File: config.mk
export PLATFORM = sky130hd
export DESIGN_NAME = mem_bus_arbiter
export DESIGN_NICKNAME = d
export VERILOG_FILES = /design/src/rtl/mem_bus_arbiter_pkg.sv /design/src/rtl/mem_bus_arbiter_arb_rr2.sv /design/src/rtl/mem_bus_arbiter.sv
export SDC_FILE = /design/constraint.sdc
export NUM_CORES = 1
export LEC_CHECK = 0
export CAP_MARGIN = 20
export CORE_MARGIN = 2
export CORE_UTILIZATION = 38
export CTS_CLUSTER_SIZE = 10
export DETAILED_ROUTE_END_ITERATION = 8
export GPL_ROUTABILITY_DRIVEN = 1
export PLACE_DENSITY = 0.81
export SLEW_MARGIN = 10
export SYNTH_ARGS = -nofsm -noshare
export SYNTH_HDL_FRONTEND = slang
export SYNTH_SLANG_ARGS = --single-unit
File: constraint.sdc
create_clock -name CLK -period 1.9 [get_ports CLK]
set_input_delay 0.57 -clock CLK [delete_from_list [all_inputs] [get_ports CLK]]
set_output_delay 0.57 -clock CLK [all_outputs]
set_load 0.005 [all_outputs]
File: src/rtl/mem_bus_arbiter_pkg.sv
// Shared types and default sizing for the two-master memory bus arbiter.
// The build option MEM_ARB_FIXED_PRIO_EN is consumed by the arbiter files, not here.
package mem_bus_arbiter_pkg;

   // Default widths follow the project memory index limits
   localparam int ARB_ADDR_WIDTH    = 26;
   localparam int ARB_DATA_WIDTH    = 32;
   localparam int ARB_ACCESS_CYCLES = 2;
   localparam int ARB_CNT_WIDTH     = 4;

   typedef enum logic [0:0] {
      ARB_IDLE   = 1'b0,
      ARB_ACCESS = 1'b1
   } arb_state_t;

   typedef enum logic [1:0] {
      CMD_NONE  = 2'd0,
      CMD_READ  = 2'd1,
      CMD_WRITE = 2'd2
   } arb_cmd_t;

   // A request carrying both READ and WRITE is resolved as a write
   function automatic arb_cmd_t decode_cmd(input logic rd, input logic wr);
      arb_cmd_t cmd;
      if (wr) begin
         cmd = CMD_WRITE;
      end else if (rd) begin
         cmd = CMD_READ;
      end else begin
         cmd = CMD_NONE;
      end
      return cmd;
   endfunction

endpackage

File: src/rtl/mem_bus_arbiter_arb_rr2.sv
// Two-way winner pick for mem_bus_arbiter: round-robin on ties by default,
// fixed priority to master 0 when MEM_ARB_FIXED_PRIO_EN is defined.
module mem_bus_arbiter_arb_rr2
   import mem_bus_arbiter_pkg::*;
(
   input  logic [1:0] req,
   input  logic       last_grant,
   output logic       winner
);

`ifdef MEM_ARB_FIXED_PRIO_EN
   logic unused_last_grant_s;
   assign unused_last_grant_s = last_grant;

   // Master 0 wins whenever it is requesting
   always_comb begin
      if (req[0]) begin
         winner = 1'b0;
      end else begin
         winner = req[1];
      end
   end
`else
   // On a tie the master that did not win last time takes the bus
   always_comb begin
      case (req)
         2'b01:   winner = 1'b0;
         2'b10:   winner = 1'b1;
         2'b11:   winner = ~last_grant;
         default: winner = last_grant;
      endcase
   end
`endif

endmodule

File: src/rtl/mem_bus_arbiter.sv
// Shares one memory port between M0 (processor) and M1 (DMA/IO loader).
// Build option MEM_ARB_FIXED_PRIO_EN selects fixed priority instead of round-robin.
module mem_bus_arbiter
   import mem_bus_arbiter_pkg::*;
#(
   parameter int ADDR_WIDTH    = ARB_ADDR_WIDTH,
   parameter int DATA_WIDTH    = ARB_DATA_WIDTH,
   parameter int ACCESS_CYCLES = ARB_ACCESS_CYCLES
) (
   input  logic                  CLK,
   input  logic                  RST,
   input  logic                  M0_REQ,
   input  logic                  M0_READ,
   input  logic                  M0_WRITE,
   input  logic [ADDR_WIDTH-1:0] M0_ADDR,
   input  logic [DATA_WIDTH-1:0] M0_DATA,
   output logic                  M0_ACK,
   input  logic                  M1_REQ,
   input  logic                  M1_READ,
   input  logic                  M1_WRITE,
   input  logic [ADDR_WIDTH-1:0] M1_ADDR,
   input  logic [DATA_WIDTH-1:0] M1_DATA,
   output logic                  M1_ACK,
   output logic [DATA_WIDTH-1:0] RDATA,
   output logic                  GRANT,
   output logic                  BUSY,
   output logic                  MEM_READ,
   output logic                  MEM_WRITE,
   output logic [ADDR_WIDTH-1:0] MEM_ADDR,
   output logic [DATA_WIDTH-1:0] MEM_DATA_OUT,
   input  logic [DATA_WIDTH-1:0] MEM_DATA_IN
);

   localparam logic [ARB_CNT_WIDTH-1:0] CNT_LOAD = ARB_CNT_WIDTH'(ACCESS_CYCLES - 1);
   localparam logic [ARB_CNT_WIDTH-1:0] CNT_ZERO = ARB_CNT_WIDTH'(0);
   localparam logic [ARB_CNT_WIDTH-1:0] CNT_ONE  = ARB_CNT_WIDTH'(1);

   arb_state_t              state_r, state_s;
   logic [ARB_CNT_WIDTH-1:0] cnt_r, cnt_s;
   arb_cmd_t                cmd_r, cmd_s;
   logic                    grant_r, grant_s;
   logic                    last_grant_r, last_grant_s;
   logic                    busy_r, busy_s;
   logic                    mem_read_r, mem_read_s;
   logic                    mem_write_r, mem_write_s;
   logic [ADDR_WIDTH-1:0]   mem_addr_r, mem_addr_s;
   logic [DATA_WIDTH-1:0]   mem_data_r, mem_data_s;
   logic [DATA_WIDTH-1:0]   rdata_r, rdata_s;
   logic [1:0]              ack_r, ack_s;
   logic [1:0]              req_s;
   logic                    win_s;

   assign req_s = {M1_REQ, M0_REQ};

   mem_bus_arbiter_arb_rr2 u_arb_rr2 (
      .req        (req_s),
      .last_grant (last_grant_r),
      .winner     (win_s)
   );

   // Next-state, latch and strobe decode; ACK is a single-cycle pulse by default
   always_comb begin
      state_s      = state_r;
      cnt_s        = cnt_r;
      cmd_s        = cmd_r;
      grant_s      = grant_r;
      last_grant_s = last_grant_r;
      busy_s       = busy_r;
      mem_read_s   = mem_read_r;
      mem_write_s  = mem_write_r;
      mem_addr_s   = mem_addr_r;
      mem_data_s   = mem_data_r;
      rdata_s      = rdata_r;
      ack_s        = 2'b00;
      case (state_r)
         ARB_IDLE: begin
            if (req_s != 2'b00) begin
               state_s      = ARB_ACCESS;
               cnt_s        = CNT_LOAD;
               grant_s      = win_s;
               last_grant_s = win_s;
               busy_s       = 1'b1;
               if (win_s) begin
                  cmd_s      = decode_cmd(M1_READ, M1_WRITE);
                  mem_addr_s = M1_ADDR;
                  mem_data_s = M1_DATA;
               end else begin
                  cmd_s      = decode_cmd(M0_READ, M0_WRITE);
                  mem_addr_s = M0_ADDR;
                  mem_data_s = M0_DATA;
               end
               mem_read_s  = (cmd_s == CMD_READ);
               mem_write_s = (cmd_s == CMD_WRITE);
            end else begin
               state_s = ARB_IDLE;
            end
         end
         ARB_ACCESS: begin
            if (cnt_r != CNT_ZERO) begin
               cnt_s = cnt_r - CNT_ONE;
            end else begin
               // Read data is sampled while the strobe is still asserted
               if (cmd_r == CMD_READ) begin
                  rdata_s = MEM_DATA_IN;
               end else begin
                  rdata_s = rdata_r;
               end
               state_s     = ARB_IDLE;
               mem_read_s  = 1'b0;
               mem_write_s = 1'b0;
               busy_s      = 1'b0;
               ack_s       = grant_r ? 2'b10 : 2'b01;
            end
         end
         default: begin
            state_s = ARB_IDLE;
         end
      endcase
   end

   // State and output registers; reset aborts any access without an ACK
   always_ff @(posedge CLK) begin
      if (!RST) begin
         state_r      <= ARB_IDLE;
         cnt_r        <= CNT_ZERO;
         cmd_r        <= CMD_NONE;
         grant_r      <= 1'b0;
         last_grant_r <= 1'b1;
         busy_r       <= 1'b0;
         mem_read_r   <= 1'b0;
         mem_write_r  <= 1'b0;
         mem_addr_r   <= {ADDR_WIDTH{1'b0}};
         mem_data_r   <= {DATA_WIDTH{1'b0}};
         rdata_r      <= {DATA_WIDTH{1'b0}};
         ack_r        <= 2'b00;
      end else begin
         state_r      <= state_s;
         cnt_r        <= cnt_s;
         cmd_r        <= cmd_s;
         grant_r      <= grant_s;
         last_grant_r <= last_grant_s;
         busy_r       <= busy_s;
         mem_read_r   <= mem_read_s;
         mem_write_r  <= mem_write_s;
         mem_addr_r   <= mem_addr_s;
         mem_data_r   <= mem_data_s;
         rdata_r      <= rdata_s;
         ack_r        <= ack_s;
      end
   end

   assign M0_ACK       = ack_r[0];
   assign M1_ACK       = ack_r[1];
   assign RDATA        = rdata_r;
   assign GRANT        = grant_r;
   assign BUSY         = busy_r;
   assign MEM_READ     = mem_read_r;
   assign MEM_WRITE    = mem_write_r;
   assign MEM_ADDR     = mem_addr_r;
   assign MEM_DATA_OUT = mem_data_r;

endmodule

## Word-level counts from Yosys, hierarchy flattened

Cells that the tools add are included.

| word-level totals | value |
|---|---|
| register bits | 104 |
| input bits | 156 |
| word-level logic and storage cells | 57 |

| cells by class | value |
|---|---|
| add/subtract/negate cells | 1 |
| equality and inequality tests | 9 |
| multiplexer cells | 24 |
| bitwise logic cells | 4 |
| reductions and logical operators | 7 |

Operators with widths:

| kind | number |
|---|---|
| $mux 32 | 1 |
| $mux 26 | 1 |
| $mux 2 | 6 |
| $mux 1 | 8 |
| $mux 4 | 2 |
| $pmux 1 s2 | 4 |
| $pmux 4 s2 | 1 |
| $eq 2x1->1 const B | 3 |
| $eq 2x2->1 const B | 3 |
| $reduce_and 2->1 | 3 |
| $ne 2x2->1 const B | 2 |
| $not 1->1 | 4 |
| $reduce_bool 4->1 | 1 |
| $sub 4x1->4 const B | 1 |
| $pmux 1 s3 | 1 |
| $reduce_and 3->1 | 1 |
| $reduce_or 3->1 | 1 |
| $ne 2x1->1 const B | 1 |
| $reduce_bool 2->1 | 1 |

## Depth between registers and ports, before layout

Gate-level depths: netlist of the first run.

| depth | value |
|---|---|
| depth after elaboration | 8 |
| gate-level depth with buffers | 7 |

## Hierarchy

Synthesis of the first run repeated with hierarchy kept, for this count alone.

| second synthesis, totals | value |
|---|---|
| cell total of the unflattened synthesis | 466 |
| area, all modules | 4485.6 µm² |

Modules (own cells, without submodules):

| module | times used | cells each | area each (µm²) | seq. area each (µm²) |
|---|---|---|---|---|
| mem_bus_arbiter | 1 | 464 | 4471.8 | 2082.0 |
| mem_bus_arbiter_arb_rr2 | 1 | 2 | 13.8 | 0.0 |

## Least setup slack after synthesis of the first run

Ideal clock, no wire load.

| timing | value |
|---|---|
| path kind | input-to-reg |
| start point | input M0_REQ |
| end point | register mem_read_r, in the netlist MEM_READ |
| setup time | 0.124 ns |
| arrival time | 1.337 ns |
| data required time | 1.776 ns |
| setup slack | 0.439 ns |
| stages | 6 |
| buffers on the path | 2 |
| cell sequence | inv_1 -> mux2i_1 -> buf_4 -> buf_8 -> mux2i_1 -> o22ai_1 |

| between the ends | value |
|---|---|
| word-level cells in the longest chain between the ends | 8 |
| elaborated cells between the ends (all ways) | 13 |
| classes of those cells | eq/ne (5); mux (6); reduce/logical (2) |

Ends and longest elaborated chain:

| element | line | text |
|---|---|---|
| from (decl) | mem_bus_arbiter.sv:12 | `input logic M0_REQ,` |
| $eq 2x2->1 / $eq 2x1->1 (equally long branches) | mem_bus_arbiter_arb_rr2.sv:26 | `case (req)` |
| $pmux 1 s3 | mem_bus_arbiter_arb_rr2.sv:26 |  |
| $mux 2 | mem_bus_arbiter.sv:83 | `if (win_s) begin` |
| $mux 2 | mem_bus_arbiter.sv:77 | `if (req_s != 2'b00) begin` |
| $mux 2 | mem_bus_arbiter.sv:75 | `case (state_r)` |
| $eq 2x1->1 | mem_bus_arbiter.sv:92 | `mem_read_s = (cmd_s == CMD_READ);` |
| $mux 1 | mem_bus_arbiter.sv:77 |  |
| $pmux 1 s2 | mem_bus_arbiter.sv:75 |  |
| to (signal assigned) | mem_bus_arbiter.sv:143 | `mem_read_r <= mem_read_s;` |
| to (decl) | mem_bus_arbiter.sv:44 | `logic mem_read_r, mem_read_s;` |

Several ways; a longest one is shown, not always the timed one. The select of a mux whose other input is x is not followed.
A chain may end at the register's enable or synchronous reset.

## Worst setup path after layout of the first run

| timing | value |
|---|---|
| start point | register rdata_r[31], in the netlist RDATA[31] |
| end point | output RDATA[31] |

RTL lines:

| element | line | text |
|---|---|---|
| from (decl) | mem_bus_arbiter.sv:48 | `logic [DATA_WIDTH-1:0] rdata_r, rdata_s;` |
| from (signal assigned) | mem_bus_arbiter.sv:134 | `rdata_r <= {DATA_WIDTH{1'b0}};` |
| from (signal assigned) | mem_bus_arbiter.sv:147 | `rdata_r <= rdata_s;` |
| to (decl) | mem_bus_arbiter.sv:24 | `output logic [DATA_WIDTH-1:0] RDATA,` |

No word-level cell between the ends.

==> metrics list, run 1 <==
- Result of the run: finished clean
* Number of standard cells in the final layout excluding fillers: 843
- The synthesized netlist contains 31 unique library cells.
* Post-synthesis mux area share: 14.4%
- In this run the power spent charging and discharging nets is 0.00139 W.
- Share of total power in the clock network: 30.6%
* Count of flip-flops with a built-in enable after synthesis: 0
- The longest clock path from root to sink contains 2 buffers.
- The filler cells instantiated in the layout total 870.
- Count of buffers from port buffering: 251
- Met3 Routed Length: 1280 µm
* Max stage delay on crit path: 0.53 ns
* Die X: 111 µm
* Total design power: 0.00544 W
- Crit path arrival time: 1.22 ns
- CTS clk-pin slew, worst paths: 0.06 ns
- Internal cell power: 0.00405 W
- Post-cts hold buffer count: 0
* Critical Setup Path Class: reg -> out
- Prior to clock tree synthesis, the placed netlist has a worst setup slack of -0.288 ns.
* Pre-antenna DRT Iters: 4
* Number of pins exceeding their max-slew limit in the final report: 0
- After synthesis, the most frequently instantiated cells are 104 x sky130_fd_sc_hd__dfxtp_1, 62 x sky130_fd_sc_hd__mux2i_1, 62 x sky130_fd_sc_hd__o21ai_0.
* Max-cap viol count: 0
* Critical path startpoint category: register
- FP Rows: 38
- The first global-routing pass estimated 20,800 µm of wire.
* Simple-gate share of the synthesized area: 10.4%
- Flip-flop and latch count after synthesis: 104
- Series of cell instances along the critical path: clkdlybuf4s50_1
- The die covers 12,200 µm².
* Average detailed-routed wire length per instance: 15.3 µm
- Worst setup EP type: output pin
- Share of flip-flops with an asynchronous set or reset: 0%
* Vias in the first global route: 4,154
- Sequential cells account for 45.1% of the total power.
- For this design the ratio of total power to cell area is 753 nW/µm².
- In the post-synthesis netlist, the cell with the most instances is sky130_fd_sc_hd__dfxtp_1.
* Placed wire-length estimate after detailed placement: 9600 µm
- The synthesized design devotes to its leading area cell type 48.3% of total area.
- Ranked by total cell area, the synthesized netlist is headed by sky130_fd_sc_hd__dfxtp_1 48%, sky130_fd_sc_hd__mux2i_1 14%, sky130_fd_sc_hd__o21ai_0 7.2%.
- Layout Nets: 858
- Register area share after synthesis: 48.3%
- In this run the top signal layer used is met4.
- Final setup violation count: 0
- Together, buffers and inverters on the worst path number 1.
* Number of clock buffers inserted by TritonCTS: 9
- Post-layout worst setup margin: 0.106 ns
* Io pins: 252
- Worst-case headroom to the max-slew limit: 82.1%
- Remaining antenna violation count: 0
- In this run the static leakage power is 2.86 nW.
- Min-Delay Path Class: reg -> reg
- The congestion estimate from routability-driven global placement came to 0.887.
- Grt ovf: 0
* Setup repair after global routing missed its margin: no
- Count of endpoints failing hold in the final timing report: 0
- Post-synth top area cell: sky130_fd_sc_hd__dfxtp_1
* Pin count of the biggest net entering global routing: 73
- Shortest period the worst path allows: 1.79 ns
* Mapped Nets: 624
- Of the total synthesized cell area, the portion taken by XOR and XNOR cells is 0.203%.
* Maximum clock rate: 557 MHz
- In the global route stage, overall resource usage came out at 20.4%.
- The repair_antennas step left the layout with diodes totalling 0.
- Of all nets on the critical path, the largest fanout is 2.
- The total area inside the core boundary comes to 10,900 µm².
- Top FF cell, synth: sky130_fd_sc_hd__dfxtp_1
* Number of antenna violations at the first check in global routing: 0
- Delay-heaviest family, CP: buffers and inverters
- Adder and majority gate portion of the synthesized area: 0.580%
- Starting density of the core: 39.4%
- Root buffer cell: sky130_fd_sc_hd__clkbuf_16
- Total clock sinks: 104
* Cell Area, Synth: 4310 µm²
* Detailed-routing wirelength on met1: 5170 µm
- In the synthesized netlist, the number of instances is 466.
- At the worst endpoint, the required time is 1.33 ns.
* Part of the total power dissipated in combinational logic: 24.3%
- Of the cells placed in the final design, the portion with a size suffix greater than 1 is 5.26%.
* Initial detailed-routing violation count: 295
- Aggregate routed wire length: 12,900 µm
* Slew @ Worst Pin: 0.268 ns
* Max Clock Skew: 0.0104 ns
- In the routed design, unresolved DRC markers number 0.
- Sw frac: 25.5%
- Summed over all nets, wire length on met2 after detailed routing comes to 6170 µm.
- CTS built an H-tree with a depth of 3.
* Post-Syn Area per Cell: 9.25 µm²
* DR vias: 4,279
- Via density per instance: 5.08
* Die height: 111 µm
* Slowest-stage cell, CP: sky130_fd_sc_hd__clkdlybuf4s50_1
- For the worst-skew pair, the clock arrives at the later sink with an insertion delay of 0.34 ns.
* Area Overhead vs Synth: 67.7%
* Area fraction in compound gates after synthesis: 19.5%
* Summed negative setup slack over all endpoints: 0 ns
- Peak supply drop: 0.000574 V
- For this run, the number of Yosys warnings is 0.
- TritonCTS built the clock tree.
* Tcrit/Tclk final: 94.4%
- Counting tap cells, the placed design contains a total of 827 instances.
- After synthesis, the largest family of logic cells by area is compound AO/OA/AOI/OAI gates.
-- layout make-up --
type / count / area [µm²] / share of cell area, %
Clock buffer: 10 / 229 / 3.17
Clock inverter: 4 / 32.5 / 0.450
Inverter: 3 / 11.3 / 0.156
Multi-Input combinational cell: 318 / 1960 / 27.1
Sequential cell: 104 / 2080 / 28.8
Tap cell: 140 / 175 / 2.42
Timing Repair Buffer: 264 / 2740 / 37.9
-- registers in the layout, indices dropped and copies added, names as in the netlist --
name	cells
BUSY	1
GRANT	1
MEM_ADDR	26
MEM_DATA_OUT	32
MEM_READ	1
MEM_WRITE	1
RDATA	32
ack_r	2
cmd_r	2
cnt_r	4
last_grant_r	1
state_r	1
-- worst register-to-register path: cells and delay by family, from the launching register on --
family / cells / cell delay, ns
simple gates: 3 / 0.66
buf+inv: 2 / 0.37
flops: 1 / 0.31
fa+ha+maj: 1 / 0.19
compound gates: 1 / 0.06
-- metal layers --
metal / vias to the layer above / global-route usage, %
li1: 2112 / -
met1: 1944 / 23.6
met2: 201 / 34.7
met3: 22 / 7.52
met4: 0 / 6.92
met5: - / 0
-- path summary, 6_finish.rpt --
check	slack [ns]	cells after the start	end	from
worst max-delay path	0.11	1	RDATA[31]	RDATA[31]$_SDFFE_PN0P_
worst min-delay path	0.46	1	ack_r[0]$_SDFF_PP0_	GRANT$_SDFFE_PN0P_
worst max register to register	0.19	7	RDATA[8]$_SDFFE_PN0P_	cnt_r[0]$_SDFFE_PN0P_
worst min register to register	0.46	1	ack_r[0]$_SDFF_PP0_	GRANT$_SDFFE_PN0P_
-- power groups by stage --
stage               combinational [W]  sequential (W)  clock, W
CTS                           0.00131         0.00246   0.00172
global placement              0.00127         0.00249         0
floorplan                    0.000520         0.00251         0
detailed placement            0.00130         0.00250         0
finish                        0.00132         0.00246   0.00167
global route                  0.00143         0.00248   0.00181
-- cell families (layout without fill, tap and decap cells) --
logic type | count (synthesis) | in the layout
adder cells (fa/ha/maj) | 2 | 2
multiplexers | 62 | 62
buffers and inverters | 44 | 281
AO/OA/AOI/OAI | 161 | 161
AND/OR/NAND/NOR | 92 | 92
flip-flops | 104 | 104
XOR/XNOR | 1 | 1
-- layout by cell type (no fill, tap or decap), types with 4 or more instances in the layout --
cell type,instances
sky130_fd_sc_hd__a21oi_1,60
sky130_fd_sc_hd__dfxtp_1,104
sky130_fd_sc_hd__nor2_1,5
sky130_fd_sc_hd__o21ai_0,62
sky130_fd_sc_hd__o21ai_1,27
sky130_fd_sc_hd__buf_12,9
sky130_fd_sc_hd__buf_4,4
sky130_fd_sc_hd__nand2_1,37
sky130_fd_sc_hd__clkbuf_16,10
sky130_fd_sc_hd__clkdlybuf4s50_1,249
sky130_fd_sc_hd__o21ai_2,6
sky130_fd_sc_hd__nand3_1,36
sky130_fd_sc_hd__mux2i_1,61
-- per-stage QoR --
step / utilization (%) / area [µm²] / hold WS [ns]
floorplan: - / 4310 / 0.433
global placement: 63.3 / 6920 / 0.443
detailed placement: 63.3 / 6920 / 0.449
CTS: 65.7 / 7180 / 0.459
global route: 66.1 / 7230 / 0.483
finish: 66.1 / 7230 / 0.457
-- what timing repair did --
| action | 4_1_cts | 5_1_grt |
|---|---|---|
| resized for setup | 0 | 1 |
| setup endpoints to repair | 0 | 2 |
| buffers inserted | 0 | 1 |
No activity file was read; power rests on OpenSTA's default activity.
==> run 2: changes to the inputs <==
Settings changed: HOLD_SLACK_MARGIN from default to 0.03, PLACE_DENSITY 0.81 to 0.82, RECOVER_POWER from default to 100.
==> metrics list, run 2 (same netlist as run 1, synthesis figures left out) <==
- Peak supply drop: 0.000521 V (-9.3%)
- The number of buffer cells added on primary ports is 251 (unchanged).
* Maximum clock rate: 541 MHz (-2.8%)
- Grt ovf: 0 (unchanged)
* Tcrit/Tclk final: 97.2% (+2.8 points)
* Number of antenna violations at the first check in global routing: 0 (unchanged)
* Post-cts hold buffer count: 0 (unchanged)
- The detail-routed via count per cell came to 5.00 (-1.4%).
* H-tree levels: 3 (unchanged)
- Static power due to leakage: 3.08 nW (+7.7%)
- The number of global-route vias before repair is 4,344 (+4.6%).
- After global routing, the most crowded layer is met2.
- Result of the run: finished clean
- The reported max-cap violation count is 0 (unchanged).
- The area of the die was 12,200 µm² (unchanged).
* Critical Setup Path Class: in -> reg
- The met1 track demand over resource in global routing is 24.3% (+0.71 points).
- The number of resized instances in the post-cts repair step was 0 (unchanged).
* Fraction of layout instances using a drive strength above 1: 5.34% (+0.081 points)
- The final-stage net count is 864 (+0.70%).
- Critical path data required time: 2.12 ns (+0.79 ns)
- The first-pass iteration count of the detailed router is 5 (+1).
* Initial detailed-routing violation count: 329 (+12%)
* FP Rows: 38 (unchanged)
- Root buffer cell: sky130_fd_sc_hd__clkbuf_16
- Worst setup EP type: register
- The data arrival time of the worst path came to 2.07 ns (+0.85 ns).
- The number of standard cells in the layout, taps in and fillers out was 851 (+0.95%).
* Number of clock buffers inserted by TritonCTS: 9 (unchanged)
- Core footprint: 10,900 µm² (unchanged)
* Post-Place Cell Area: 6980 µm² (+0.87%)
- Worst setup path start: M0_REQ
* Number of buffers on the longest clock path: 2 (unchanged)
- The final-report hold violation count came to 0 (unchanged).
- The slew at the pin with the worst max-slew slack is 0.344 ns (+0.0754 ns).
- Global-route met3 utilization: 5.65% (-1.9 points)
* Max Clock Skew: 0.0122 ns (+0.00172 ns)
* Number of pins exceeding their max-slew limit in the final report: 0 (unchanged)
- Setup repair after global routing missed its margin: no
- The library cell used most frequently in the layout, excluding fill and tap cells, is sky130_fd_sc_hd__clkdlybuf4s50_1.
* CTS clk-pin slew, worst paths: 0.07 ns (about the same)
* Final setup violation count: 0 (unchanged)
* Hold Crit Depth: 2 (+1)
* Die X: 111 µm (unchanged)
- Logic depth of the worst register-to-register path: 7 (unchanged)
* Aggregate routed wire length: 13,100 µm (+1.2%)
* Area Overhead vs Synth: 67.8% (about the same)
- TritonCTS built the clock tree.
- The met2 usage was 36.4% (+1.7 points).
- The final standard cell utilization of the core is 66.2% (about the same).
* Average detailed-routed wire length per instance: 15.3 µm (+0.27%)
- Finished Cell Area: 7240 µm² (about the same)
- Worst-case headroom to the max-slew limit: 77.1% (-5.0 points)
- Summed negative setup slack over all endpoints: 0 ns (unchanged)
- The vertical extent of the die was 111 µm (unchanged).
- Shortest period the worst path allows: 1.85 ns (+0.0524 ns)
- Maximum net fanout on the critical path: 10 (+8)
* Wire length of the first global-routing pass: 20,900 µm (+0.79%)
- Buffers inserted during post-CTS setup optimization: 0 (unchanged)
- Leaving out fill and tap cells, the most frequent cells in the layout are 169 x sky130_fd_sc_hd__clkdlybuf4s50_1, 104 x sky130_fd_sc_hd__dfxtp_1, 81 x sky130_fd_sc_hd__dlygate4sd3_1.
* Starting density of the core: 39.4% (unchanged)
- The post-placement cell count was 835 (+0.97%).
- Clock Latency Late Sink: 0.34 ns (about the same)
* Io pins: 252 (unchanged)
- DRC errors left: 0 (unchanged)
- Startpoint of the worst hold path: RDATA[9]$_SDFFE_PN0P_
- Pin count of the biggest net entering global routing: 74 (+1.4%)
- The global-route total usage across every layer came to 20.7% (+0.29 points).
- Number of diodes added for antenna fixing: 0 (unchanged)
- The via count of the routed design came to 4,259 (-0.47%).
- Pwr Density: 774 nW/µm² (+2.8%)
* Placer congestion estimate: 0.890 (+0.32%)
* Remaining antenna violation count: 0 (unchanged)
* Total clock sinks: 104 (unchanged)
- The sum of net half-perimeters after detailed placement is 9790 µm (+1.9%).
- The worst setup path is launched from an input pin.
* Min-Delay Path Class: reg -> reg
- Worst reg2reg startpoint: cnt_r[0]$_SDFFE_PN0P_
==> run 2: cell types whose count changed in the layout (fill, tap and decap cells not counted), sizes merged, moves of 2 or more <==
cell / change
dlygate4sd3: +81
clkdlybuf4s50: -80
clkbuf: +7
clkinv: +2
clkinvlp: -2
==> run 2: worst max-delay path, cell delays in order <==
cell and delay (ns):
sky130_fd_sc_hd__clkdlybuf4s50_1 0.51, sky130_fd_sc_hd__inv_1 0.08, sky130_fd_sc_hd__mux2i_4 0.21, sky130_fd_sc_hd__buf_12 0.18, sky130_fd_sc_hd__mux2i_1 0.28, sky130_fd_sc_hd__buf_4 0.16
sky130_fd_sc_hd__o22ai_1 0.07
==> run 2: worst paths after layout <==
kind / slack, ns / end
worst max-delay path: 0.05 / MEM_WRITE$_SDFFE_PN0P_
worst min-delay path: 0.46 / RDATA[9]$_SDFFE_PN0P_
worst max register to register: 0.18 / RDATA[2]$_SDFFE_PN0P_
worst min register to register: 0.46 / RDATA[9]$_SDFFE_PN0P_
==> run 2: final cells by class <==
cell class	count	area, µm²
Clock buffer	12	256
Sequential cell	104	2080
Fill cell	887	3700
Clock inverter	4	52.6
Timing Repair Buffer	270	2720
Tap cell	140	175
Inverter	3	11.3
Multi-Input combinational cell	318	1940
==> run 2: power breakdown <==
part / internal (W) / switching [W]
registers: 0.00236 / 0.0000936
logic: 0.000754 / 0.000506
clock network: 0.00110 / 0.000792
total: 0.00421 / 0.00139
==> run 2: stage by stage <==
step                hold slack, ns  worst slack, ns  power, W
floorplan                    0.433            0.439   0.00303
global placement             0.434           -0.271   0.00380
detailed placement           0.445           -0.277   0.00383
CTS                          0.459           0.0349   0.00573
global route                 0.475          0.00922   0.00586
finish                       0.458           0.0532   0.00560
==> run 2: metal layers <==
layer | up-vias | share of wire, %
li1 | 2130 | -
met1 | 1928 | 42
met2 | 182 | 49
met3 | 19 | 7.5
met4 | 0 | 1.9
met5 | - | 0
